===== config.mk =====
export PLATFORM = sky130hd
export DESIGN_NAME = spi_master_xfer
export DESIGN_NICKNAME = d
export VERILOG_FILES = /design/src/rtl/spi_master_xfer_pkg.sv /design/src/rtl/spi_master_xfer_sclk_gen.sv /design/src/rtl/spi_master_xfer.sv
export SDC_FILE = /design/constraint.sdc
export NUM_CORES = 1
export LEC_CHECK = 0
export BUFFER_PORTS_ARGS = -buffer_cell sky130_fd_sc_hd__buf_2
export CORE_MARGIN = 2
export CORE_UTILIZATION = 50
export DETAILED_ROUTE_END_ITERATION = 7
export PLACE_DENSITY_LB_ADDON = 0.15
export SLEW_MARGIN = 25
export SYNTH_ARGS = -nofsm -noshare
export SYNTH_HDL_FRONTEND = slang
export SYNTH_HIERARCHICAL = 1
export SYNTH_SLANG_ARGS = --single-unit
export TNS_END_PERCENT = 100

===== constraint.sdc =====
create_clock -name clk -period 2.4 [get_ports clk]
set_input_delay 0.24 -clock clk [delete_from_list [all_inputs] [get_ports clk]]
set_output_delay 0.24 -clock clk [all_outputs]
set_load 0.02 [all_outputs]

===== src/rtl/spi_master_xfer_pkg.sv =====
// Shared SPI definitions: controller state encoding and shift-register modes
// reused by the peripheral-side receiver.
package spi_master_xfer_pkg;

  typedef enum logic [1:0] {
    ST_IDLE  = 2'd0,
    ST_SETUP = 2'd1,
    ST_XFER  = 2'd2,
    ST_HOLD  = 2'd3
  } spi_state_e;

  typedef enum logic [1:0] {
    SH_HOLD  = 2'd0,
    SH_LEFT  = 2'd1,
    SH_RIGHT = 2'd2,
    SH_PLOAD = 2'd3
  } spi_shift_e;

  // Counter width able to hold 0..n-1, never narrower than one bit.
  function automatic int unsigned cnt_w(input int unsigned n);
    return (n > 1) ? $clog2(n) : 1;
  endfunction

endpackage


===== src/rtl/spi_master_xfer_sclk_gen.sv =====
// SCLK generator: half-period counter plus SCLK register, with edge strobes
// for the shifter and a half-period strobe for SETUP/HOLD timing.
module spi_master_xfer_sclk_gen
  import spi_master_xfer_pkg::*;
#(
  parameter int unsigned CLKDIV = 4
) (
  input  logic clk,
  input  logic reset,
  input  logic i_en,
  input  logic i_toggle_en,
  output logic o_sclk,
  output logic o_rise_tick_c,
  output logic o_fall_tick_c,
  output logic o_half_done_c
);

  localparam int unsigned CW = cnt_w(CLKDIV);

  logic [CW-1:0] r_cnt;
  logic          r_sclk;

  assign o_half_done_c = i_en && (r_cnt == CW'(CLKDIV - 1));
  assign o_rise_tick_c = o_half_done_c && i_toggle_en && !r_sclk;
  assign o_fall_tick_c = o_half_done_c && i_toggle_en && r_sclk;
  assign o_sclk        = r_sclk;

  // Counter and SCLK both park at zero whenever the controller is idle.
  always_ff @(posedge clk) begin
    if (reset || !i_en) begin
      r_cnt  <= '0;
      r_sclk <= 1'b0;
    end else begin
      r_cnt <= o_half_done_c ? '0 : r_cnt + CW'(1);
      if (o_rise_tick_c)      r_sclk <= 1'b1;
      else if (o_fall_tick_c) r_sclk <= 1'b0;
    end
  end

endmodule


===== src/rtl/spi_master_xfer.sv =====
// SPI mode-0 initiator, MSB first. Define SPI_BURST_EN to chain words under
// one CS_N assertion when start is high on the edge that completes a word.
module spi_master_xfer
  import spi_master_xfer_pkg::*;
#(
  parameter int unsigned WIDTH  = 8,
  parameter int unsigned CLKDIV = 4
) (
  input  logic             clk,
  input  logic             reset,
  input  logic             start,
  input  logic [WIDTH-1:0] tx_data,
  output logic [WIDTH-1:0] rx_data,
  output logic             busy,
  output logic             done,
  output logic             sclk,
  output logic             cs_n,
  output logic             mosi,
  input  logic             miso
);

  localparam int unsigned BW = $clog2(WIDTH + 1);

  if (WIDTH < 2 || CLKDIV < 1) begin : g_bad_param
    $error("spi_master_xfer: WIDTH must be >= 2 and CLKDIV >= 1");
  end

  spi_state_e       r_state;
  logic [WIDTH-1:0] r_shreg;
  logic [WIDTH-1:0] r_rx_data;
  logic [BW-1:0]    r_bitcnt;
  logic             r_cs_n;
  logic             r_mosi;
  logic             r_busy;
  logic             r_done;

  logic w_gen_en;
  logic w_toggle_en;
  logic w_sclk;
  logic w_rise;
  logic w_fall;
  logic w_half_done;
  logic w_chain;

`ifdef SPI_BURST_EN
  assign w_chain = start;
`else
  assign w_chain = 1'b0;
`endif

  assign w_gen_en    = (r_state != ST_IDLE);
  assign w_toggle_en = (r_state == ST_XFER);

  spi_master_xfer_sclk_gen #(
    .CLKDIV(CLKDIV)
  ) u_sclk_gen (
    .clk          (clk),
    .reset        (reset),
    .i_en         (w_gen_en),
    .i_toggle_en  (w_toggle_en),
    .o_sclk       (w_sclk),
    .o_rise_tick_c(w_rise),
    .o_fall_tick_c(w_fall),
    .o_half_done_c(w_half_done)
  );

  // Transfer sequencing: IDLE -> SETUP -> XFER -> HOLD -> IDLE.
  always_ff @(posedge clk) begin
    if (reset) begin
      r_state   <= ST_IDLE;
      r_shreg   <= '0;
      r_rx_data <= '0;
      r_bitcnt  <= '0;
      r_cs_n    <= 1'b1;
      r_mosi    <= 1'b0;
      r_busy    <= 1'b0;
      r_done    <= 1'b0;
    end else begin
      r_done <= 1'b0;
      case (r_state)
        ST_IDLE: begin
          if (start) begin
            r_shreg  <= tx_data;
            r_mosi   <= tx_data[WIDTH-1];
            r_cs_n   <= 1'b0;
            r_busy   <= 1'b1;
            r_bitcnt <= '0;
            r_state  <= ST_SETUP;
          end
        end
        ST_SETUP: begin
          if (w_half_done) r_state <= ST_XFER;
        end
        ST_XFER: begin
          if (w_rise) begin
            r_shreg  <= {r_shreg[WIDTH-2:0], miso};
            r_bitcnt <= r_bitcnt + BW'(1);
          end else if (w_fall) begin
            // The fall after the last sample ends the frame; MOSI keeps its bit.
            if (r_bitcnt == BW'(WIDTH)) r_state <= ST_HOLD;
            else                        r_mosi  <= r_shreg[WIDTH-1];
          end
        end
        ST_HOLD: begin
          if (w_half_done) begin
            r_rx_data <= r_shreg;
            r_done    <= 1'b1;
            if (w_chain) begin
              r_shreg  <= tx_data;
              r_mosi   <= tx_data[WIDTH-1];
              r_bitcnt <= '0;
              r_state  <= ST_XFER;
            end else begin
              r_cs_n  <= 1'b1;
              r_busy  <= 1'b0;
              r_mosi  <= 1'b0;
              r_state <= ST_IDLE;
            end
          end
        end
        default: r_state <= ST_IDLE;
      endcase
    end
  end

  assign rx_data = r_rx_data;
  assign busy    = r_busy;
  assign done    = r_done;
  assign sclk    = w_sclk;
  assign cs_n    = r_cs_n;
  assign mosi    = r_mosi;

endmodule

==> impl_metrics.yaml <==
final_layout:
  final_util_pct: 59.6
  n_antenna_cell: 0
  fin_nets: 208
  layout-drive-gt1-share_pct: 23.0
  area_growth_pct: 13.7
  final.fill_count: 240
sta:
  relSlewSlack_pct: 67.8
  drv_slew: 0
  tightest_slew_ns: 0.483
  skew_ns: 0.0106
  post-route-period-util_pct: 91.5
  final-setup-viol-count: 0
  hold_slack_ns: 0.233
  fin_crit_ns: 2.20
  setup_tns_ns: 0
  timing.fmax_ghz: 0.455
  rsz0062_at_grt: "false"
  hold_violations: 0
clock_tree:
  cts_max_path_buffers: 2
  postCtsSetupBuffers: 0
  cts-root-buf: "clkbuf_4"
  htree_levels: 2
  clock_latency_ns: 0.34
  cts_buffers: 5
  cts.hold.buffers_added: 0
  clk_pin_slew_ns: 0.10
  cts_sinks: 29
  post_cts_resized: 0
  cts_tree: "built"
drt:
  drt_iter0_drc: 54
  first_pass_iters: 4
  ant_nets: 0
  drc: 0
  routed_via_density: 5.58
  routed_wl_um: 2800
  wl_per_cell_um: 12.8
  vias: 1216
pwr:
  comb_power_share_pct: 45.2
  ir_worst_vdd_uv: 779
  p_clk_share_pct: 16.6
  p_leak_uw: 0.000656
  switching_share_pct: 41.7
  p_per_area_nw_per_um2: 1060
  p_seq_share_pct: 38.2
  internal-power_uw: 1010
  power_switching_uw: 719
synthesis:
  syn_nets: 182
  seq_area_frac_synth_pct: 40.5
  avgSynthCellArea_um2: 8.95
  synth-seq-cells: 29
  synth.top_cell.area_share_pct: 40.5
  syn_area_um2: 1430
  ys_async_sr_fraction_pct: 0
  yosysUniqueCellTypes: 34
  synthFlopType: "dfxtp_1"
  synthTopCellsByCount: "dfxtp_1, a21oi_1, nor2_1"
  synth-edff-count: 0
  synth_area_leaders: "dfxtp_1, ha_1, mux2i_1"
  ys.warnings.count: 6
  yosys.cell_count.top_type: "dfxtp_1"
  synth_top_area_cell: "dfxtp_1"
  syn_inst: 160
worst_setup_path:
  crit_path_max_fanout: 6
  arrival_ns: 2.43
  reg2reg_depth: 9
  critical_path_class: "register to register"
  worstPathRequired_ns: 2.63
  end_kind: "register"
  startpoint_type: "register"
global_route:
  grt_pass1_wl_um: 4710
  grt_max_degree: 28
  grt_overflow: 0
  antenna_found_initial: 0
  grt_pass1_vias: 1068
  grt_usage_pct: 18.5
run:
  cap_violations: 0
floorplan:
  coreArea_um2: 2730
  die_x_um: 57.5
  io_pins: 25
  row_count: 19
  start_util_pct: 52.4
  die_h_um: 57.5
  die-area_um2: 3310
status:
  status: "completed"
placed_design:
  portBuffers: 24
  dpl.hpwl_um: 2020
  place_congestion: 0.798
worst_hold_path:
  min_path_cells: 3
  hold_path_class: "input port to register"
==> cell usage in the layout (no fill, tap or decap) <==
master      Yosys  routed
clkbuf_4        0       5
buf_4           0       3
dfxtp_1        29      28
and3_1          2       2
nor2_4          0       1
nor3_1          2       2
clkinvlp_4      0       1
a211oi_2        1       1
nand3b_1        1       1
a41oi_1         1       1
nor3b_1         2       2
o21ai_0         3       3
nor2b_1         2       2
nand3_1        12      12
a21oi_1        17      17
a31oi_1         1       1
o21bai_1        2       2
and2_4          1       1
o31ai_1         1       1
ha_1           10      10
a211oi_1        8       8
and2b_4         1       1
nand2b_1        3       3
nand2_1        13      13
a21bo_2         1       1
buf_2           1      24
clkinv_2        0       2
a311oi_1        1       1
nor2_1         17      17
mux2i_1         9       9
a2111oi_4       1       1
dfxtp_2         0       1
inv_1           6       6
nand4_1         1       1
nor2b_4         1       1
xnor2_1         2       2
==> critical path, cell delays in order, from the launching register on <==
cell and delay (ns):
dfxtp_1 0.39, inv_1 0.12, ha_1 0.26, inv_1 0.12, and2_4 0.15, and3_1 0.21, nor2b_4 0.06, a2111oi_4 0.39
a21oi_1 0.12, a311oi_1 0.29
==> registers in the layout, indices dropped and copies added, names as in the netlist <==
name / flops
r_shreg: 8
rx_data: 8
r_bitcnt: 4
r_state: 2
u_sclk_gen/r_cnt: 2
busy: 1
cs_n: 1
done: 1
mosi: 1
u_sclk_gen/o_sclk: 1
==> power groups by stage <==
stage	sequential (uW)	combinational, uW	clock [uW]
floorplan	662	628	0
global placement	662	739	0
detailed placement	667	765	0
CTS	657	768	296
global route	675	873	317
finish	659	779	287
==> area by class of cell <==
class	count	area (um2)	share of cell area [%]
clock buffer	5	37.5	2.30
clock inverter	3	17.5	1.08
inverter	6	22.5	1.38
multi-input combinational	117	788	48.4
sequential	29	582	35.7
tap	31	38.8	2.38
timing repair buffer	27	143	8.76
==> kinds of logic after synthesis <==
logic type / synth area share [%]
buf+inv: 4.80
compound gates: 17.9
flops: 40.5
simple gates: 20.5
fa+ha+maj: 8.73
xor+xnor: 1.22
mux: 6.29
==> metal layers <==
| layer | share of wire [%] | vias up | global-route usage [%] |
|---|---|---|---|
| li1 | - | 613 | - |
| met1 | 47 | 558 | 24.1 |
| met2 | 44 | 36 | 28.1 |
| met3 | 7.0 | 9 | 5.90 |
| met4 | 1.7 | 0 | 7.97 |
| met5 | 0 | - | 0 |
==> final timing paths <==
path	from	to	slack, ns
min	tx_data[4]	r_shreg[4]	0.23
min reg2reg	u_sclk_gen/r_cnt[0]	u_sclk_gen/r_cnt[0]	0.44
max reg2reg	r_state[1]	mosi	0.20
max	r_state[1]	mosi	0.20
==> stage by stage <==
step | area (um2) | worst slack, ns | power [uW] | cells
2_1_floorplan | 1430 | 0.379 | 1290 | 160
3_3_place_gp | 1570 | 0.236 | 1400 | 210
3_5_place_dp | 1570 | 0.0739 | 1430 | 210
4_1_cts | 1620 | 0.0587 | 1720 | 218
5_1_grt | 1630 | 0.00193 | 1860 | 218
6_report | 1630 | 0.204 | 1720 | 218
Power figures use the tool's default switching activity.
